### src/rtl/multicycle_controller.sv
// -----------------------------------------------------------------------------
// multicycle_controller
//
// Multi-cycle control FSM for the 2-bit op / 6-bit funct ISA. One shared ALU
// and one unified instruction/data memory port are sequenced through FETCH,
// DECODE, EXECUTE, MEMORY and WRITEBACK cycles. Memory accesses use a
// req/ready handshake guarded by a wait-cycle timeout.
//
// Parameters
//   TIMEOUT       maximum wait cycles for mem_ready in a memory state
//                 (0 disables the timeout)
//
// Ports
//   clk           system clock, rising edge
//   reset_n       asynchronous active-low reset
//   op, funct     instruction fields from the IR output
//   mem_ready     memory accepts / returns data this cycle
//   mem_req       memory access request
//   adr_src       memory address select (0 = PC, 1 = ALUOut)
//   memW          memory write, qualified by mem_req
//   ir_write      load IR from memory read data
//   pc_write      load PC with the ALU result (PC+4)
//   alu_srcA      ALU A select (0 = PC, 1 = register A)
//   alu_srcB      ALU B select (00 = reg B, 01 = ext. immediate, 10 = 4)
//   alu_op        000 add, 001 sub, 100 and, 101 orr
//   shift_dir     0 = left, 1 = right
//   aluorshft     result select (1 = shifter, 0 = ALU)
//   reg_A2src     register read port 2 address select
//   immsrc        immediate format select
//   regW          register file write
//   flagW         flag register write
//   result_src    writeback select (0 = ALUOut, 1 = memory data register)
//   illegal_instr one-cycle pulse on an undecodable instruction
//   bus_error     one-cycle pulse on a memory timeout
// -----------------------------------------------------------------------------
module multicycle_controller #(
  parameter int unsigned TIMEOUT = 16
) (
  input  logic       clk,
  input  logic       reset_n,
  input  logic [1:0] op,
  input  logic [5:0] funct,
  input  logic       mem_ready,
  output logic       mem_req,
  output logic       adr_src,
  output logic       memW,
  output logic       ir_write,
  output logic       pc_write,
  output logic       alu_srcA,
  output logic [1:0] alu_srcB,
  output logic [2:0] alu_op,
  output logic       shift_dir,
  output logic       aluorshft,
  output logic       reg_A2src,
  output logic       immsrc,
  output logic       regW,
  output logic       flagW,
  output logic       result_src,
  output logic       illegal_instr,
  output logic       bus_error
);

  typedef enum logic [3:0] {
    S_IDLE,
    S_FETCH,
    S_DECODE,
    S_EXEC_R,
    S_ALU_WB,
    S_MEM_ADR,
    S_MEM_RD,
    S_MEM_WR,
    S_MEM_WB
  } state_e;

  localparam logic [1:0] OP_R  = 2'b00;
  localparam logic [1:0] OP_M  = 2'b01;

  localparam logic [5:0] F_ADD = 6'b001000;
  localparam logic [5:0] F_SUB = 6'b000100;
  localparam logic [5:0] F_AND = 6'b000000;
  localparam logic [5:0] F_ORR = 6'b011000;
  localparam logic [5:0] F_LSR = 6'b111110;
  localparam logic [5:0] F_LSL = 6'b111100;
  localparam logic [5:0] F_CMP = 6'b010101;
  localparam logic [5:0] F_STR = 6'b011000;
  localparam logic [5:0] F_LDR = 6'b011001;

  // A zero-width counter is not legal, so TIMEOUT=0 keeps a 1-bit counter
  // that is simply held at zero.
  localparam int unsigned      CNT_W    = (TIMEOUT > 0) ? $clog2(TIMEOUT + 1) : 1;
  localparam logic [CNT_W-1:0] CNT_LAST = (TIMEOUT > 0) ? CNT_W'(TIMEOUT - 1) : '0;

  state_e           state_q, state_d;
  logic [CNT_W-1:0] cnt_q, cnt_d;
  logic [1:0]       op_q;
  logic [5:0]       funct_q;
  logic             latch_en;
  logic             tmo;

  function automatic logic is_rtype(input logic [1:0] o, input logic [5:0] f);
    return (o == OP_R) &&
           ((f == F_ADD) || (f == F_SUB) || (f == F_AND) || (f == F_ORR) ||
            (f == F_LSR) || (f == F_LSL) || (f == F_CMP));
  endfunction

  function automatic logic is_mem(input logic [1:0] o, input logic [5:0] f);
    return (o == OP_M) && ((f == F_STR) || (f == F_LDR));
  endfunction

  // This waiting cycle is the TIMEOUT-th one: cnt_q counts the waits already
  // spent, so the current cycle is wait number cnt_q+1.
  assign tmo = (TIMEOUT > 0) && (cnt_q == CNT_LAST);

  always_ff @(posedge clk or negedge reset_n) begin
    if (!reset_n) begin
      state_q <= S_IDLE;
      cnt_q   <= '0;
    end else begin
      state_q <= state_d;
      cnt_q   <= cnt_d;
    end
  end

  // Instruction copy used by every state after DECODE; the IR output may
  // change once PC/IR move on, so it must not be read directly later.
  always_ff @(posedge clk) begin
    if (latch_en) begin
      op_q    <= op;
      funct_q <= funct;
    end
  end

  always_comb begin
    state_d       = state_q;
    cnt_d         = '0;
    latch_en      = 1'b0;
    mem_req       = 1'b0;
    adr_src       = 1'b0;
    memW          = 1'b0;
    ir_write      = 1'b0;
    pc_write      = 1'b0;
    alu_srcA      = 1'b0;
    alu_srcB      = 2'b00;
    alu_op        = 3'b000;
    shift_dir     = 1'b0;
    aluorshft     = 1'b0;
    reg_A2src     = 1'b0;
    immsrc        = 1'b0;
    regW          = 1'b0;
    flagW         = 1'b0;
    result_src    = 1'b0;
    illegal_instr = 1'b0;
    bus_error     = 1'b0;

    unique case (state_q)
      S_IDLE: state_d = S_FETCH;

      S_FETCH: begin
        mem_req  = 1'b1;
        alu_srcB = 2'b10;
        if (mem_ready) begin
          ir_write = 1'b1;
          pc_write = 1'b1;
          state_d  = S_DECODE;
        end else if (tmo) begin
          bus_error = 1'b1;
          state_d   = S_FETCH;
        end else begin
          cnt_d = (TIMEOUT > 0) ? cnt_q + 1'b1 : '0;
        end
      end

      S_DECODE: begin
        latch_en = 1'b1;
        if (is_rtype(op, funct)) begin
          state_d = S_EXEC_R;
        end else if (is_mem(op, funct)) begin
          state_d = S_MEM_ADR;
        end else begin
          illegal_instr = 1'b1;
          state_d       = S_FETCH;
        end
      end

      S_EXEC_R: begin
        alu_srcA = 1'b1;
        unique case (funct_q)
          F_SUB, F_CMP: alu_op = 3'b001;
          F_AND:        alu_op = 3'b100;
          F_ORR:        alu_op = 3'b101;
          F_LSR: begin
            aluorshft = 1'b1;
            shift_dir = 1'b1;
          end
          F_LSL:        aluorshft = 1'b1;
          default:      alu_op = 3'b000;
        endcase
        if (funct_q == F_CMP) begin
          flagW   = 1'b1;
          state_d = S_FETCH;
        end else begin
          state_d = S_ALU_WB;
        end
      end

      S_ALU_WB: begin
        regW    = 1'b1;
        state_d = S_FETCH;
      end

      S_MEM_ADR: begin
        alu_srcA  = 1'b1;
        alu_srcB  = 2'b01;
        immsrc    = 1'b1;
        reg_A2src = 1'b1;
        state_d   = ((op_q == OP_M) && (funct_q == F_LDR)) ? S_MEM_RD : S_MEM_WR;
      end

      S_MEM_RD: begin
        mem_req = 1'b1;
        adr_src = 1'b1;
        if (mem_ready) begin
          state_d = S_MEM_WB;
        end else if (tmo) begin
          bus_error = 1'b1;
          state_d   = S_FETCH;
        end else begin
          cnt_d = (TIMEOUT > 0) ? cnt_q + 1'b1 : '0;
        end
      end

      S_MEM_WR: begin
        mem_req = 1'b1;
        adr_src = 1'b1;
        memW    = 1'b1;
        if (mem_ready) begin
          state_d = S_FETCH;
        end else if (tmo) begin
          bus_error = 1'b1;
          state_d   = S_FETCH;
        end else begin
          cnt_d = (TIMEOUT > 0) ? cnt_q + 1'b1 : '0;
        end
      end

      S_MEM_WB: begin
        regW       = 1'b1;
        result_src = 1'b1;
        state_d    = S_FETCH;
      end

      default: state_d = S_IDLE;
    endcase
  end

endmodule

### config.mk
export PLATFORM = sky130hd
export DESIGN_NAME = multicycle_controller
export DESIGN_NICKNAME = d
export VERILOG_FILES = /design/src/rtl/multicycle_controller.sv
export SDC_FILE = /design/constraint.sdc
export NUM_CORES = 1
export LEC_CHECK = 0
export BUFFER_PORTS_ARGS = -buffer_cell sky130_fd_sc_hd__buf_2
export CAP_MARGIN = 25
export CORE_MARGIN = 8
export CORE_UTILIZATION = 36
export DETAILED_ROUTE_END_ITERATION = 8
export PLACE_DENSITY_LB_ADDON = 0.1
export SLEW_MARGIN = 20
export SYNTH_ARGS = -nofsm -noshare
export SYNTH_HDL_FRONTEND = slang
export SYNTH_SLANG_ARGS = --single-unit
### constraint.sdc
create_clock -name clk -period 4.97 [get_ports clk]
set_input_delay 1.2425 -clock clk [delete_from_list [all_inputs] [get_ports clk]]
set_output_delay 1.2425 -clock clk [all_outputs]
set_load 0.01 [all_outputs]
Yosys cells after proc, flatten, opt, wreduce, memory -nomap -nowiden

Index checks and enable logic that the tools add are counted.

Output and inout port bits: 20
Bits of input ports: 11
Register bits: 17

Muxes and demuxes: 37
Equal/unequal tests: 24
Reductions and logical operators: 21
Add/sub/neg operators: 1

Operators by type and width:

| kind                | count |
|---|---|
| $eq 6x5->1 const B  | 6 |
| $pmux 4 s7          | 1 |
| $eq 6x6->1 const B  | 4 |
| $mux 1              | 23 |
| $eq 4x3->1 const B  | 4 |
| $mux 4              | 4 |
| $mux 5              | 3 |
| $eq 6x3->1 const B  | 2 |
| $logic_not 6->1     | 2 |
| $mux 3              | 4 |
| $reduce_or 2->1     | 5 |
| $pmux 3 s3          | 1 |
| $eq 4x2->1 const B  | 2 |
| $logic_or 1x1->1    | 7 |
| $eq 6x4->1 const B  | 1 |
| $reduce_or 3->1     | 2 |
| $add 5x1->5 const B | 1 |
| $eq 5x4->1 const B  | 1 |
| $eq 2x1->1 const B  | 2 |
| $eq 4x1->1 const B  | 1 |
| $eq 4x4->1 const B  | 1 |
| $logic_not 4->1     | 1 |
| $pmux 2 s2          | 1 |
| $logic_and 1x1->1   | 3 |
| $logic_not 2->1     | 1 |

Logic depth before layout (Yosys ltp)

Gate-level depths: netlist (run 1).

Depth in word-level cells: 10
Depth in mapped cells: 5

Worst setup path after synthesis (run 1)

OpenSTA, ideal clock, no wires.

Kind: input port to output port
From: in funct[1]
To: out illegal_instr
Arrival: 2.166 ns
Cell stages on the path: 4
Buffers on the path: 0
Setup slack: 1.561 ns
Path through: or4b_1 -> a21oi_1 -> o21ai_1 -> and3_1

Longest elaborated chain between the ends: 10
Elaborated cells on any way between the ends: 20
Those cells by class: eq/ne: 7; mux: 3; reduce/logical: 10

RTL lines:

| element                                         | line | RTL |
|---|---|---|
| start: declaration                              | 42   | `input logic [5:0] funct,` |
| $eq 6x4->1 / $eq 6x3->1 (equally long branches) | 102  | `((f == F_ADD) \|\| (f == F_SUB) \|\| (f == F_AND) \|\| (f == F_ORR) \|\|` |
| $logic_or 1x1->1 (4 in series)                  | 102  |  |
| $logic_or 1x1->1 (2 in series)                  | 103  | `(f == F_LSR) \|\| (f == F_LSL) \|\| (f == F_CMP));` |
| $logic_and 1x1->1                               | 101  | `return (o == OP_R) &&` |
| $mux 1 *                                        | 175  | `if (is_rtype(op, funct)) begin` |
| $mux 1 *                                        | 155  | `unique case (state_q)` |
| end: declaration                                | 59   | `output logic illegal_instr,` |

Every way passes the cells marked *; elsewhere a longest branch is shown, timed or not.

Worst setup path after layout (run 1)

Same ends and word-level chain as after synthesis.

==> results_dict.tcl, run 1 <==
set metrics [dict create \
    run_status "finished, final reports clean" \
    syn_to_final_growth_pct 16.0 \
    period_share_pct 74.4 \
    rsz0062_at_grt "false" \
    synth_edf_count 8 \
    dieArea_um2 4810 \
    grt-busiest-layer "met1" \
    p_switching_mw 0.187 \
    synth_top_area_share_pct 23.4 \
    fin_crit_ns 3.70 \
    hold_class "reg -> reg" \
    worst-path-max-fanout 4 \
    seq_power_share_pct 46.2 \
    via_per_inst 5.20 \
    place_hpwl_mm 1.78 \
    use_met3_pct 2.43 \
    grt_antenna_before_repair 0 \
    start_kind "primary input" \
    dr_total_vias 847 \
    drtAntennaViolNets 0 \
    crit_top_cell "buf_2" \
    synthFlopType "dfrtp_1" \
    grt.overflow.total 0 \
    grt_pass1_wl_mm 3.80 \
    synth.distinct_cells 44 \
    fin_area_um2 1190 \
    grt_max_degree 11 \
    cts_made_buffers 3 \
    drc 0 \
    synthesis.nets 117 \
    row_count 19 \
    reg2reg_depth 4 \
    met2_usage_pct 11.7 \
    seq_area_frac_synth_pct 45.4 \
    worstSetupStartpoint "funct[1]" \
    antenna_cells 0 \
    hp-start "cnt_q[0]" \
    routabilityCongestion 0.753 \
    drtIter0Drc 47 \
    fin_worst_skew_ns 0.00932 \
    fill_cells 281 \
    place_area_um2 1160 \
    cts_resized 0 \
    yosys_warnings 0 \
    share_comb_of_total_power_pct 38.9 \
    drive_above_1_share_pct 31.8 \
    met1_usage_pct 13.6 \
    final_hold_viol_count 0 \
    cts-root-buf "clkbuf_4" \
    reg2reg_slack_ns 3.46 \
    pwr_density_cell_nw_per_um2 409 \
    drtPass1Iterations 4 \
    crit_slowest_cell "or4b_1" \
    syn_area_per_cell_um2 9.77 \
    crit_path_max_incr_delay_ns 0.51 \
    clock_path_buffers 2 \
    synth_largest_area_cell "edfxtp_1" \
    synth_area_um2 1030 \
    tns_ns 0 \
    first_global_vias 840 \
    clkPwrFrac_pct 14.8 \
    io_buffers 29 \
    initial_core_util_pct 37.5 \
    die_w_um 69.4 \
    p_int_mw 0.300 \
    max_freq_ghz 0.270 \
    p_leak_nw 0.552 \
    hold_depth 1 \
    clk_latency_ns 0.29 \
    htreeDepth 1 \
    required_ns 3.73 \
    cts_tree "done" \
    io_pins 31 \
    synthCells 105 \
    crit_type "in -> out" \
    routed_wl_mm 2.25 \
    cp_cell_sequence "buf_2 -> or4b_1 -> a21oi_1 -> o21ai_1 -> and3_1 -> buf_2" \
    async_reset_ff_share_pct 52.9 \
    finalSetupViolations 0 \
    yosys_register_bits 17 \
    drt-wirelength-per-cell_um 13.8 \
    yosysMostFrequentCell "nor2_1" \
    irDropWorstVdd_v 0.000193 \
    end_kind "output port" \
    synthTopCellsByArea "edfxtp_1 (23%), dfrtp_1 (22%), nor3_1 (3.9%), nor2_1 (3.7%), nand2_1 (3.3%)" \
    cts_setup_buffers 0 \
    grt_usage_pct 9.15 \
    die_y_um 69.4 \
    switching_share_pct 38.5 \
    crit_arrival_ns 2.46 \
    core_um2 2730 \
    cts.sinks 17 \
    drv_cap 0 \
    r2r_end "state_q[0]" \
    yosys-top-cells-count "nor2_1 (10), dfrtp_1 (9), nand2_1 (9)" \
    min_to "cnt_q[0]" \
    holdBufCountCts 0 \
    cts.clk_slew.worst_paths_ns 0.10 \
    r2r-start "funct_q[3]" \
    final_max_slew_viol_count 0 \
    layout.nets 145 \
]
[power by group through the flow]
stage | logic [mW] | clock network, mW | registers [mW]
floorplan | 0.161 | 0 | 0.206
global placement | 0.192 | 0 | 0.229
detailed placement | 0.192 | 0 | 0.228
CTS | 0.193 | 0.0773 | 0.225
global route | 0.211 | 0.0814 | 0.233
finish | 0.190 | 0.0722 | 0.225
[area by class of cell]
class	count	area (um^2)	share of cell area [%]
clock buffer	4	26.3	2.21
inverter	3	11.3	0.946
multi-input combinational	79	503	42.3
sequential	17	465	39.1
tap	31	38.8	3.26
timing repair buffer	29	145	12.2
[state kept, by name (all words and copies together), names as in the netlist]
| register | count |
|---|---|
| state_q | 4 |
| funct_q | 6 |
| op_q | 2 |
| cnt_q | 5 |
[cell families (layout without fill, tap and decap cells)]
| group | count (synthesis) | after routing | share of synthesized area, % |
|---|---|---|---|
| buffers and inverters | 9 | 36 | 5.61 |
| DFF | 17 | 17 | 45.4 |
| and+or+nand+nor | 58 | 58 | 33.7 |
| muxes | 1 | 1 | 1.10 |
| other | 1 | 1 | 0.366 |
| xor gates and xnor gates | 3 | 3 | 2.56 |
| AOI/OAI and AO/OA | 15 | 15 | 10.1 |
| adders and majority gates | 1 | 1 | 1.22 |
[critical path: cells and delay by family]
| kind | cells | cell delay (ns) |
|---|---|---|
| AOI/OAI and AO/OA | 2 | 0.28 |
| buffers and inverters | 2 | 0.25 |
| and+or+nand+nor | 2 | 0.69 |
[worst max path at each step]
| stage | end | slack [ns] | cells after the start |
|---|---|---|---|
| after floorplan | illegal_instr | 1.56 | 4 |
| after global placement | illegal_instr | 1.32 | 6 |
| after detailed placement | illegal_instr | 1.29 | 6 |
| after CTS | illegal_instr | 1.28 | 6 |
| after global routing | illegal_instr | 1.24 | 6 |
| final | illegal_instr | 1.27 | 6 |
[metal layers]
metal  routed length, um  up-vias
met1                1220      386
met3                 134        2
met4                  14        0
met2                 876       25
met5                   0        -
li1                    -      434
[placed cells by master, fill, tap and decap left out, drive strengths merged, types with 2 or more instances in the layout]
cell / instances
a21oi: 2
o21ai: 5
inv: 3
or2: 2
clkbuf: 4
dfrtp: 9
nor2: 11
nor3: 8
nor2b: 3
buf: 29
nand2: 9
xor2: 2
nand3: 3
edfxtp: 8
nor3b: 2
nor4: 2
or3: 2
nand4: 2
and2: 2
and3: 4
nand2b: 2
[stage by stage]
step	worst slack (ns)	total power [mW]	instances	hold slack [ns]	utilization [%]
finish	1.27	0.487	163	0.481	43.5
global route	1.24	0.526	163	0.504	43.5
CTS	1.28	0.495	163	0.483	43.5
detailed placement	1.29	0.420	159	0.465	42.6
global placement	1.32	0.422	159	0.464	42.6
floorplan	1.56	0.367	105	0.444	-
No activity file was read; power rests on OpenSTA's default activity.
==> run 2: changes to the inputs <==
- ABC_AREA: not set -> 1
- clock period: 4.97 -> 3.2 ns (I/O delays scaled with it)
==> results_dict.tcl, run 2 <==
set metrics [dict create \
    run_status "finished, final reports clean" \
    place_hpwl_mm 1.95 \
    placed_cells 200 \
    synth_area_um2 1080 \
    rsz0062_at_grt "false" \
    seq_area_frac_synth_pct 42.9 \
    routabilityCongestion 0.855 \
    cts-root-buf "clkbuf_4" \
    top_regs "funct_q (6), cnt_q (5), state_q (4)" \
    largest_register_ff_count 6 \
    syn_area_per_cell_um2 7.64 \
    clock_path_buffers 2 \
    yosys_warnings 0 \
    grt_usage_pct 9.69 \
    fill_cells 320 \
    largest-register "funct_q" \
    synth.distinct_cells 25 \
    io_pins 31 \
    clk_latency_ns 0.28 \
    die_y_um 70.9 \
    use_met3_pct 3.67 \
    grt.overflow.total 0 \
    layout_commonest_cell "buf_2" \
    grt_antenna_before_repair 0 \
    crit_type "reg -> out" \
    yosysMostFrequentCell "nand2_1" \
    synth_top_area_share_pct 22.1 \
    synth_largest_area_cell "edfxtp_1" \
    cts_made_buffers 3 \
    tns_ns 0 \
    layout.nets 184 \
    fin_crit_ns 2.39 \
    drtIter0Drc 59 \
    io_buffers 29 \
    met1_usage_pct 11.0 \
    routed_wl_mm 2.33 \
    initial_core_util_pct 36.7 \
    required_ns 2.40 \
    row_count 20 \
    syn_to_final_growth_pct 16.8 \
    fin_worst_skew_ns 0.00885 \
    p_leak_nw 0.699 \
    synthCells 142 \
    start_kind "flip-flop" \
    die_w_um 70.9 \
    hold_class "in -> async" \
    final_max_slew_viol_count 0 \
    drtAntennaViolNets 0 \
    irDropWorstVdd_v 0.000293 \
    yosys-top-cells-count "nand2_1 (28), inv_1 (21), nor2_1 (18)" \
    worst-path-max-fanout 11 \
    cts.sinks 17 \
    max_freq_ghz 0.418 \
    grt_pass1_wl_mm 4.04 \
    cts_resized 0 \
    hold_ws_ns 0.349 \
    drt-wirelength-per-cell_um 11.4 \
    cts.clk_slew.worst_paths_ns 0.10 \
    final_cells 204 \
    dieArea_um2 5030 \
    synth_edf_count 8 \
    via_per_inst 4.66 \
    finalSetupViolations 0 \
    pwr_density_cell_nw_per_um2 612 \
    drc 0 \
    grt_max_degree 12 \
    end_kind "output port" \
    dr_total_vias 951 \
    first_global_vias 942 \
    met2_usage_pct 15.8 \
    drtPass1Iterations 4 \
    yosys_register_bits 17 \
    drive_above_1_share_pct 31.0 \
    synthesis.nets 154 \
    cts_setup_buffers 0 \
    period_share_pct 74.7 \
    cts_tree "done" \
    async_reset_ff_share_pct 52.9 \
    synthFlopType "dfrtp_1" \
    final_hold_viol_count 0 \
    synthTopCellsByArea "edfxtp_1 (22%), dfrtp_1 (21%), nand2_1 (9.7%), inv_1 (7.3%), nand3_1 (6.9%)" \
    htreeDepth 1 \
    holdBufCountCts 0 \
    grt-busiest-layer "met2" \
    final_cell_mix "buf_2 (29), nand2_1 (28), inv_1 (21), nor2_1 (18), nand3_1 (15)" \
    drv_cap 0 \
    core_um2 2950 \
    crit_arrival_ns 1.59 \
    antenna_cells 0 \
]
## run 2: changes by cell type in the layout (fill, tap and decap cells not counted), sizes merged, moves of 3 or more
cell	before	now
inv	3	28
nand2	9	30
nor2	11	25
nand3	3	16
and3	4	0
nand4	2	5
nor2b	3	0
o21ai	5	2
## run 2: final timing paths
| path | start | to | slack (ns) | cells after the start |
|---|---|---|---|---|
| max in group asynchronous | reset_n | state_q[0] | 2.66 | 1 |
| min reg2reg | cnt_q[0] | cnt_q[0] | 0.48 | 1 |
| max | state_q[1] | illegal_instr | 0.81 | 7 |
| min in group clk | cnt_q[0] | cnt_q[0] | 0.48 | 1 |
| min | reset_n | state_q[3] | 0.35 | 1 |
| max reg2reg | state_q[1] | op_q[1] | 1.91 | 4 |
## run 2: final cells by class
class                           count  area [um^2]  area share (%)
Multi-Input combinational cell     93          484            38.2
Timing Repair Buffer               29          145            11.5
Sequential cell                    17          465            36.7
Tap cell                           33         41.3            3.26
Inverter                           28          105            8.29
Clock buffer                        4         26.3            2.07
## run 2: worst max-delay path, stage by stage (launching register included)
cell and delay (ns):
dfrtp_1 0.45, inv_2 0.10, nor2_2 0.13, nand2_1 0.10, inv_2 0.19, nand2_1 0.08, a21oi_1 0.10, buf_2 0.14
## run 2: layer usage
layer  part of all wire, %  wire, um
met5                     0         0
met4                  0.81        19
met3                   6.3       147
met2                    49      1140
met1                    44      1030
## run 2: cell families (layout without fill, tap and decap cells)
kind of cell    after synthesis  count (layout)  synth area share (%)
simple gates                 84              84                  38.2
fa+ha+maj                     1               1                  1.15
flops                        17              17                  42.9
compound gates                5               5                  3.34
buf+inv                      32              61                  12.5
xor+xnor                      2               2                  1.62
other cells                   1               1                 0.346
## run 2: where the power goes
group | leakage (nW) | total, mW | internal [mW] | switching, mW
combinational | 0.490 | 0.347 | 0.121 | 0.226
clock | 0.0150 | 0.112 | 0.0483 | 0.0640
sequential | 0.194 | 0.317 | 0.276 | 0.0402
## run 2: stage by stage
step / area, um^2 / setup slack [ns] / power, mW / utilization, %
floorplan: 1080 / 1.10 / 0.580 / -
global placement: 1240 / 0.871 / 0.672 / 42.0
detailed placement: 1240 / 0.847 / 0.677 / 42.0
CTS: 1270 / 0.759 / 0.794 / 42.9
global route: 1270 / 0.642 / 0.847 / 42.9
finish: 1270 / 0.810 / 0.776 / 42.9
==> run 3: changes to the inputs <==
- clock period: 3.2 -> 2.3 ns (I/O delays scaled with it)
==> results_dict.tcl, run 3 (same netlist as run 2, synthesis figures left out) <==
set metrics [dict create \
    run_status "finished, final reports clean" \
    drv_cap 0 \
    syn_to_final_growth_pct 17.2 \
    crit_top_cell "nand2_1" \
    required_ns 1.73 \
    end_kind "output port" \
    die_y_um 70.9 \
    routed_wl_mm 2.31 \
    hold_ws_ns 0.115 \
    cts_made_buffers 3 \
    io_buffers 29 \
    crit_arrival_ns 1.56 \
    clock_path_buffers 2 \
    finalSetupViolations 0 \
    via_per_inst 4.60 \
    cts-root-buf "clkbuf_4" \
    core_um2 2950 \
    final_cell_mix "buf_2 (29), nand2_1 (28), inv_1 (21), nor2_1 (18), nand3_1 (15)" \
    worst-path-max-fanout 11 \
    drt-wirelength-per-cell_um 11.3 \
    htreeDepth 1 \
    r2r-start "cnt_q[0]" \
    largest-register "funct_q" \
    r2r_end "state_q[1]" \
    p_leak_nw 0.701 \
    grt_antenna_before_repair 0 \
    drtPass1Iterations 5 \
    largest_register_ff_count 6 \
    routabilityCongestion 0.844 \
    reg2reg_slack_ns 1.00 \
    holdBufCountCts 0 \
    drtAntennaViolNets 0 \
    die_w_um 70.9 \
    place_area_um2 1240 \
    cp_cell_sequence "inv_2 -> nor2_2 -> nand2_1 -> inv_4 -> nand2_1 -> a21oi_1 -> buf_2" \
    place_hpwl_mm 1.89 \
    reg2reg_depth 6 \
    cts_tree "done" \
    dieArea_um2 5030 \
    grt.overflow.total 0 \
    rsz0062_at_grt "false" \
    initial_core_util_pct 36.7 \
    io_pins 31 \
    multiInputGateArea_um2 484 \
    first_global_vias 905 \
    start_kind "flip-flop" \
    final_max_slew_viol_count 0 \
    row_count 20 \
    irDropWorstVdd_v 0.000329 \
    regArea_um2 465 \
    max_freq_ghz 0.469 \
    grt_max_degree 12 \
    grt_pass1_wl_mm 4.17 \
    layout_commonest_cell "buf_2" \
    drc 0 \
    layout.nets 184 \
    clk_latency_ns 0.29 \
    crit_path_max_incr_delay_ns 0.45 \
    crit_slowest_cell "dfrtp_1" \
    crit_type "reg -> out" \
    fill_cells 310 \
    fin_area_um2 1270 \
    hold_class "in -> async" \
    drtIter0Drc 54 \
    tns_ns 0 \
    dr_total_vias 938 \
    period_share_pct 92.8 \
    top_regs "funct_q (6), cnt_q (5), state_q (4)" \
    cts.clk_slew.worst_paths_ns 0.11 \
    pwr_density_cell_nw_per_um2 859 \
    antenna_cells 0 \
    final_hold_viol_count 0 \
    cts.sinks 17 \
    fin_worst_skew_ns 0.00737 \
    grt_usage_pct 9.86 \
    drive_above_1_share_pct 31.6 \
    fin_crit_ns 2.13 \
]
[run 3: cell types whose count changed in the layout (fill, tap and decap cells not counted)]
cell / change
clkbuf_1: -1
clkinv_2: +1
inv_2: -1
inv_4: +1
[run 3: report_power, final]
| group | internal [mW] | switching, mW |
|---|---|---|
| registers | 0.384 | 0.0563 |
| clock network | 0.0646 | 0.0979 |
| logic | 0.169 | 0.319 |
| total | 0.618 | 0.473 |
[run 3: final cells by class]
| class | instances | share of cell area (%) |
|---|---|---|
| Multi-Input combinational cell | 93 | 38.1 |
| Sequential cell | 17 | 36.6 |
| Timing Repair Buffer | 29 | 11.4 |
| Inverter | 28 | 8.46 |
| Tap cell | 33 | 3.25 |
| Clock buffer | 3 | 1.77 |
| Clock inverter | 1 | 0.394 |
[run 3: worst max-delay path by stage]
stage	start	to	cells past startpoint
floorplan	state_q[3]	pc_write	4
global placement	funct[2]	illegal_instr	8
detailed placement	funct[2]	illegal_instr	8
CTS	state_q[1]	illegal_instr	7
global route	state_q[1]	illegal_instr	7
finish	state_q[1]	illegal_instr	7
[run 3: repair_timing]
item,in CTS,in global routing
setup endpoints to repair,0,1
setup buffers,0,0
resized for setup,0,1
[run 3: critical path, delay by kind of cell, from the launching register on]
family	cells	cell delay, ns
AOI/OAI and AO/OA	1	0.10
and+or+nand+nor	3	0.32
DFF	1	0.45
buffers and inverters	3	0.39
[run 3: stage by stage]
step	std cells	power (mW)	utilization, %	setup WS [ns]
floorplan	142	0.807	-	0.597
global placement	200	0.935	42.0	0.422
detailed placement	200	0.939	42.0	0.411
CTS	204	1.10	43.0	0.103
global route	204	1.19	43.1	0.0479
finish	204	1.09	43.1	0.166
[run 3: layer usage]
metal	up-vias	track usage [%]	wire length, um	share of wire (%)
li1	500	-	-	-
met1	416	12.0	1040	45
met2	22	16.0	1090	47
met3	0	3.39	178	7.7
met4	0	2.77	0	0
met5	-	0	0	0
